### src/rtl/fifo_tx_serializer.sv
// fifo_tx_serializer: dequeues words from a valid/yumi FIFO read port and
// transmits each one as a UART-style frame: start, WIDTH_P data bits LSB first,
// optional even parity, then stop.
// Parameters:
//   WIDTH_P        - data word width in bits
//   CLKS_PER_BIT_P - clock cycles per serial bit (2 or more)
// Ports:
//   clk_i     - rising-edge clock
//   reset_n_i - synchronous active-low reset
//   enable_i  - permits new frames to start
//   valid_i   - FIFO has a word available
//   data_i    - FIFO head word
//   yumi_o    - combinational dequeue pulse to the FIFO
//   tx_o      - registered serial line, idles high
//   busy_o    - registered, a frame is in progress
//   done_o    - registered, high on the last cycle of a stop bit
// Optional feature: define FIFO_TX_SERIALIZER_PARITY_EN to insert an even
// parity bit between the last data bit and the stop bit.
module fifo_tx_serializer #(
    parameter int WIDTH_P        = 8,
    parameter int CLKS_PER_BIT_P = 4
) (
    input  logic               clk_i,
    input  logic               reset_n_i,
    input  logic               enable_i,
    input  logic               valid_i,
    input  logic [WIDTH_P-1:0] data_i,
    output logic               yumi_o,
    output logic               tx_o,
    output logic               busy_o,
    output logic               done_o
);

    localparam int BAUD_W = (CLKS_PER_BIT_P > 1) ? $clog2(CLKS_PER_BIT_P) : 1;
    localparam int BIT_W  = (WIDTH_P > 1) ? $clog2(WIDTH_P) : 1;

    localparam logic [BAUD_W-1:0] BAUD_LAST = BAUD_W'(CLKS_PER_BIT_P - 1);
    localparam logic [BIT_W-1:0]  BIT_LAST  = BIT_W'(WIDTH_P - 1);

`ifdef FIFO_TX_SERIALIZER_PARITY_EN
    typedef enum logic [2:0] {
        S_IDLE,
        S_START,
        S_DATA,
        S_PARITY,
        S_STOP
    } state_e;
`else
    typedef enum logic [2:0] {
        S_IDLE,
        S_START,
        S_DATA,
        S_STOP
    } state_e;
`endif

    state_e               state_q, state_d;
    logic [BAUD_W-1:0]    baud_q, baud_d;
    logic [BIT_W-1:0]     bit_q, bit_d;
    logic [WIDTH_P-1:0]   shift_q, shift_d;
    logic                 tx_q, tx_d;
    logic                 busy_q, busy_d;
    logic                 done_q, done_d;
`ifdef FIFO_TX_SERIALIZER_PARITY_EN
    logic                 parity_q, parity_d;
`endif

    logic yumi;
    logic bit_end;
    logic take;

    always_comb begin
        state_d  = state_q;
        baud_d   = baud_q;
        bit_d    = bit_q;
        shift_d  = shift_q;
`ifdef FIFO_TX_SERIALIZER_PARITY_EN
        parity_d = parity_q;
`endif
        yumi     = 1'b0;
        take     = valid_i & enable_i;
        bit_end  = (baud_q == BAUD_LAST);

        // Baud counter wraps at the end of every bit; state changes only
        // happen on that wrap, so it is zero at the start of each state.
        if (bit_end) begin
            baud_d = '0;
        end else begin
            baud_d = baud_q + 1'b1;
        end

        unique case (state_q)
            S_IDLE: begin
                baud_d = '0;
                if (take) begin
                    yumi     = 1'b1;
                    state_d  = S_START;
                    shift_d  = data_i;
`ifdef FIFO_TX_SERIALIZER_PARITY_EN
                    parity_d = ^data_i;
`endif
                end
            end
            S_START: begin
                if (bit_end) begin
                    state_d = S_DATA;
                    bit_d   = '0;
                end
            end
            S_DATA: begin
                if (bit_end) begin
                    shift_d = shift_q >> 1;
                    if (bit_q == BIT_LAST) begin
                        bit_d = '0;
`ifdef FIFO_TX_SERIALIZER_PARITY_EN
                        state_d = S_PARITY;
`else
                        state_d = S_STOP;
`endif
                    end else begin
                        bit_d = bit_q + 1'b1;
                    end
                end
            end
`ifdef FIFO_TX_SERIALIZER_PARITY_EN
            S_PARITY: begin
                if (bit_end) begin
                    state_d = S_STOP;
                end
            end
`endif
            S_STOP: begin
                // Accepting here chains frames with no idle gap.
                if (bit_end) begin
                    if (take) begin
                        yumi     = 1'b1;
                        state_d  = S_START;
                        shift_d  = data_i;
`ifdef FIFO_TX_SERIALIZER_PARITY_EN
                        parity_d = ^data_i;
`endif
                    end else begin
                        state_d = S_IDLE;
                    end
                end
            end
            default: begin
                state_d = S_IDLE;
                baud_d  = '0;
            end
        endcase

        // Outputs are decoded from the next state so they line up with it.
        tx_d = 1'b1;
        unique case (state_d)
            S_START:  tx_d = 1'b0;
            S_DATA:   tx_d = shift_d[0];
`ifdef FIFO_TX_SERIALIZER_PARITY_EN
            S_PARITY: tx_d = parity_d;
`endif
            default:  tx_d = 1'b1;
        endcase

        busy_d = (state_d != S_IDLE);
        done_d = (state_d == S_STOP) && (baud_d == BAUD_LAST);

        // The FIFO must never see a dequeue while reset is held.
        if (!reset_n_i) begin
            yumi = 1'b0;
        end
    end

    always_ff @(posedge clk_i) begin
        if (!reset_n_i) begin
            state_q  <= S_IDLE;
            baud_q   <= '0;
            bit_q    <= '0;
            shift_q  <= '0;
            tx_q     <= 1'b1;
            busy_q   <= 1'b0;
            done_q   <= 1'b0;
`ifdef FIFO_TX_SERIALIZER_PARITY_EN
            parity_q <= 1'b0;
`endif
        end else begin
            state_q  <= state_d;
            baud_q   <= baud_d;
            bit_q    <= bit_d;
            shift_q  <= shift_d;
            tx_q     <= tx_d;
            busy_q   <= busy_d;
            done_q   <= done_d;
`ifdef FIFO_TX_SERIALIZER_PARITY_EN
            parity_q <= parity_d;
`endif
        end
    end

    assign yumi_o = yumi;
    assign tx_o   = tx_q;
    assign busy_o = busy_q;
    assign done_o = done_q;

endmodule

### config.mk
export PLATFORM = sky130hd
export DESIGN_NAME = fifo_tx_serializer
export DESIGN_NICKNAME = d
export VERILOG_FILES = /design/src/rtl/fifo_tx_serializer.sv
export SDC_FILE = /design/constraint.sdc
export NUM_CORES = 1
export LEC_CHECK = 0
export CORE_MARGIN = 1
export CORE_UTILIZATION = 32
export CTS_CLUSTER_SIZE = 12
export DETAILED_ROUTE_END_ITERATION = 8
export PLACE_DENSITY_LB_ADDON = 0.25
export SYNTH_ARGS = -nofsm -noshare
export SYNTH_HDL_FRONTEND = slang
export SYNTH_SLANG_ARGS = --single-unit
export TNS_END_PERCENT = 100
### constraint.sdc
create_clock -name clk_i -period 4.7 [get_ports clk_i]
set_input_delay 1.41 -clock clk_i [delete_from_list [all_inputs] [get_ports clk_i]]
set_output_delay 1.41 -clock clk_i [all_outputs]
set_load 0.01 [all_outputs]
# Word level (Yosys, flattened, before mapping)
# Index checks and enable logic that the tools add are counted.
[totals]
latchBits = 0
register_bits = 19
memories = 0
in_bits = 12
output_inout_bits = 4
ram_bits = 0
rom_bits = 0
word_cells = 53
[op_classes]
muxes = 22
multipliers = 0
n_div = 0
n_shift = 0
n_eq_ne = 12
n_lt_le_gt_ge = 0
n_bitwise = 1
add_sub_neg = 2
reduce_logical = 8
[ops]
columns = ["operator", "count"]
rows = [
  ["$mux 3", 8],
  ["$mux 8", 3],
  ["$pmux 8 s3", 1],
  ["$eq 3x2->1 const B", 4],
  ["$pmux 3 s4", 1],
  ["$eq 3x1->1 const B", 2],
  ["$ne 2x2->1 const B", 3],
  ["$pmux 3 s2", 1],
  ["$reduce_and 3->1", 2],
  ["$reduce_bool 3->1", 2],
  ["$eq 2x2->1 const B", 2],
  ["$mux 1", 4],
  ["$mux 2", 2],
  ["$pmux 1 s2", 2],
  ["$add 3x1->3 const B", 1],
  ["$eq 3x3->1 const B", 1],
  ["$logic_not 3->1", 1],
  ["$reduce_or 3->1", 1],
  ["$add 2x1->2 const B", 1],
  ["$reduce_bool 2->1", 1],
  ["$and 1x1->1", 1],
  ["$logic_and 1x1->1", 1],
]

# Longest topological paths before layout
[depth]
depth_word = 6
mapped_depth = 7
depth_no_buf = 5

# Least setup slack after synthesis
# No wires, ideal clock.
[synth_path]
path_kind = "input to output"
startpoint = "input port valid_i"
endpoint = "output port yumi_o"
path_stages = 3
path_buffers = 0
arrival_ns = 1.931
slack_ns = 1.359
required_ns = 3.290
path_cell_list = "and3b_1 > o21ai_1 > nor2_1"
[synth_via]
elab_chain_len = 5
[synth_lines]
columns = ["element", "line_no", "rtl"]
rows = [
  ["start: declaration", "26", "input logic valid_i,"],
  ["$and 1x1->1 *", "81", "take = valid_i & enable_i;"],
  ["$mux 1 *", "95, 135", ""],
  ["$mux 1", "134", "if (bit_end) begin"],
  ["$pmux 1 s2 *", "92", "unique case (state_q)"],
  ["$mux 1 *", "168", "if (!reset_n_i) begin"],
  ["end: declaration", "28", "output logic yumi_o,"],
]
# Mark *: on every way between the ends. The rest lies on a longest branch, timed or not.

# Worst setup path in the final report
# Ends and elaborated chain as after synthesis.

==> results.ini <==
[run_status]
status=complete, no violations

[yosys]
synth_warnings=0
synthCells=99
synth_ff_type=dfxtp_1
synth_nets=114
synth_edf_count=0
ys_seq_area_share_pct=40.4
syn-cell-area_sq_um=941
synth.distinct_cells=42
synth.top_cell.area_share_pct=40.4
avgSynthCellArea_sq_um=9.50
async_flop_share_pct=0
ys_top_cells_by_area=dfxtp_1 (40%), a222oi_1 (6.4%), a21oi_1 (5.3%)
yosys.area.top_type=dfxtp_1
ys_ff_latch=19

[timing]
setup-violations-final=0
drv_slew=0
fin_crit_sh_pct=93.5
max_freq_mhz=227
hold-worst-slack_ns=0.458
rsz0062_at_grt=false
setup_tns_ns=0
hold_violations=0
fin_crit_ns=4.40
fin_skew_ns=0.000728

[worst_setup_path]
cp-end-kind=output pin
cp.arrival_ns=2.99
critPathTopFamily=buffers and inverters
crit_type=in2out
critical_path_buf_inv_count=2
crit_required_ns=3.29
rr_endpoint=tx_o
cp_max_fo=5
slowest_delay_ns=0.54
r2r_setup_slack_ns=2.83
cp-start-kind=primary input
reg2regPathDepth=5
cp_common_cell=clkdlybuf4s50_1
crit_slowest_cell=clkdlybuf4s50_1
crit_chain=clkdlybuf4s50_1 > and3b_1 > o21ai_1 > nor2_1 > clkdlybuf4s50_1
r2r-start=baud_q[0]

[clock_network]
htreeDepth=1
cts_resized=0
tritoncts=built
cts_sinks=19
clkTransAtPathRegs_ns=0.11
cts_setup_buffers=0
clock_latency_ns=0.29
cts_buffers=3
cts_hold_buf=0
clockBufferDepth=2
clock-root-buffer=clkbuf_4

[final_layout]
num_antenna_cells=0
final_cell_count_no_fill=144
drive_gt1_share_pct=9.73
area_delta_synth_final_pct=18.7
finalInstanceArea_sq_um=1120
nFillCells=298
nNetsFinal=129
final_core_util_pct=40.2

[detailed_routing]
vias=816
ant_nets=0
routed_wl_um=1960
initialDrtViolationCount=59
dr.pass1.iters=4
wl_per_cell_um=13.6
drc=0
vias_per_cell=5.67

[placement]
dp_cells=140
place_area_sq_um=1090
portBuffers=15
gp_congestion=0.781
hpwl_um=1450

[power]
leakagePower_nw=0.429
p_per_area_nw_per_um2=254
ir_worst_vdd_mv=0.166

[die]
start_util_pct=33.8
io_pins=16
core_area_sq_um=2780
dieHeight_um=56.2
die_width_um=56.2
rows=19
die-area_sq_um=3160

[grt]
grt_pass1_wl_um=3320
grt_util_met3_pct=4.19
grt_max_degree=14
use_met2_pct=22.4
grt.busiest_layer=met2
antenna_found_initial=0
track_usage_pct=13.4
grtUsageMet1_pct=16.4
grt_pass1_vias=775
grt_overflow=0

[hold_path]
holdPathStages=1
hp-class=reg2reg
holdPathEnd=baud_q[0]
hold_start=baud_q[0]

[run]
maxCapViolCount=0

-- metrics by stage --
| stage | power, mW | worst slack, ns |
|---|---|---|
| floorplan | 0.189 | 1.36 |
| global placement | 0.204 | 0.314 |
| detailed placement | 0.204 | 0.287 |
| CTS | 0.288 | 0.287 |
| global route | 0.296 | 0.206 |
| finish | 0.283 | 0.303 |
-- layer usage --
metal	wire (um)	part of all wire (%)	up-vias
met2	899	46	22
met5	0	0	-
met1	935	48	386
li1	-	-	406
met3	111	5.7	2
met4	17	0.87	0
-- Yosys cell counts, types with 2 or more instances --
library cell and n:
a22oi_1 2, dfxtp_1 19, ha_1 3, and2_1 2, o21ai_1 2, nor2_1 6, nand2_1 3, nand3_1 8
inv_1 3, a222oi_1 6, buf_6 2, and3b_1 3, buf_4 2, a21oi_1 10
-- how the worst max path moves through the flow --
stage             start      to  slack [ns]  cells past startpoint
2_1_floorplan   valid_i  yumi_o        1.36                      3
3_3_place_gp    valid_i  yumi_o        0.31                      5
3_5_place_dp    valid_i  yumi_o        0.29                      5
4_1_cts         valid_i  yumi_o        0.29                      5
5_1_grt        enable_i  yumi_o        0.21                      5
6_report        valid_i  yumi_o        0.30                      5
-- where the power goes --
group / internal, mW / switching [mW]
sequential: 0.166 / 0.00469
clock: 0.0330 / 0.0494
combinational: 0.0177 / 0.0129
-- layout make-up --
| class | instances | area [sq um] | area share, % |
|---|---|---|---|
| Clock buffer | 4 | 26.3 | 2.35 |
| Inverter | 4 | 15.0 | 1.34 |
| Timing Repair Buffer | 16 | 158 | 14.1 |
| Multi-Input combinational cell | 70 | 499 | 44.7 |
| Tap cell | 31 | 38.8 | 3.47 |
| Sequential cell | 19 | 380 | 34.0 |
-- cells by family after synthesis --
| kind of cell | Yosys count | synth area share (%) |
|---|---|---|
| muxes | 1 | 1.06 |
| xor gates and xnor gates | 1 | 0.931 |
| other | 1 | 0.399 |
| buffers and inverters | 10 | 6.51 |
| AOI/OAI and AO/OA | 31 | 25.1 |
| adders and majority gates | 3 | 3.99 |
| and+or+nand+nor | 33 | 21.5 |
| DFF | 19 | 40.4 |
-- placed cells by master (no fill, tap or decap), types with 3 or more instances in the layout --
master / n
and3b_1: 3
a21oi_1: 10
clkbuf_4: 3
inv_1: 3
a222oi_1: 6
ha_1: 3
nand3_1: 8
clkdlybuf4s50_1: 15
nand2_1: 3
nor2_1: 6
dfxtp_1: 19
-- sequential cells by signal, indices dropped and copies added (netlist names) --
signal and flops:
shift_q 8, busy_o 1, baud_q 2, tx_o 1, bit_q 3, state_q 3
done_o 1
No activity file was read; power rests on OpenSTA's default activity.
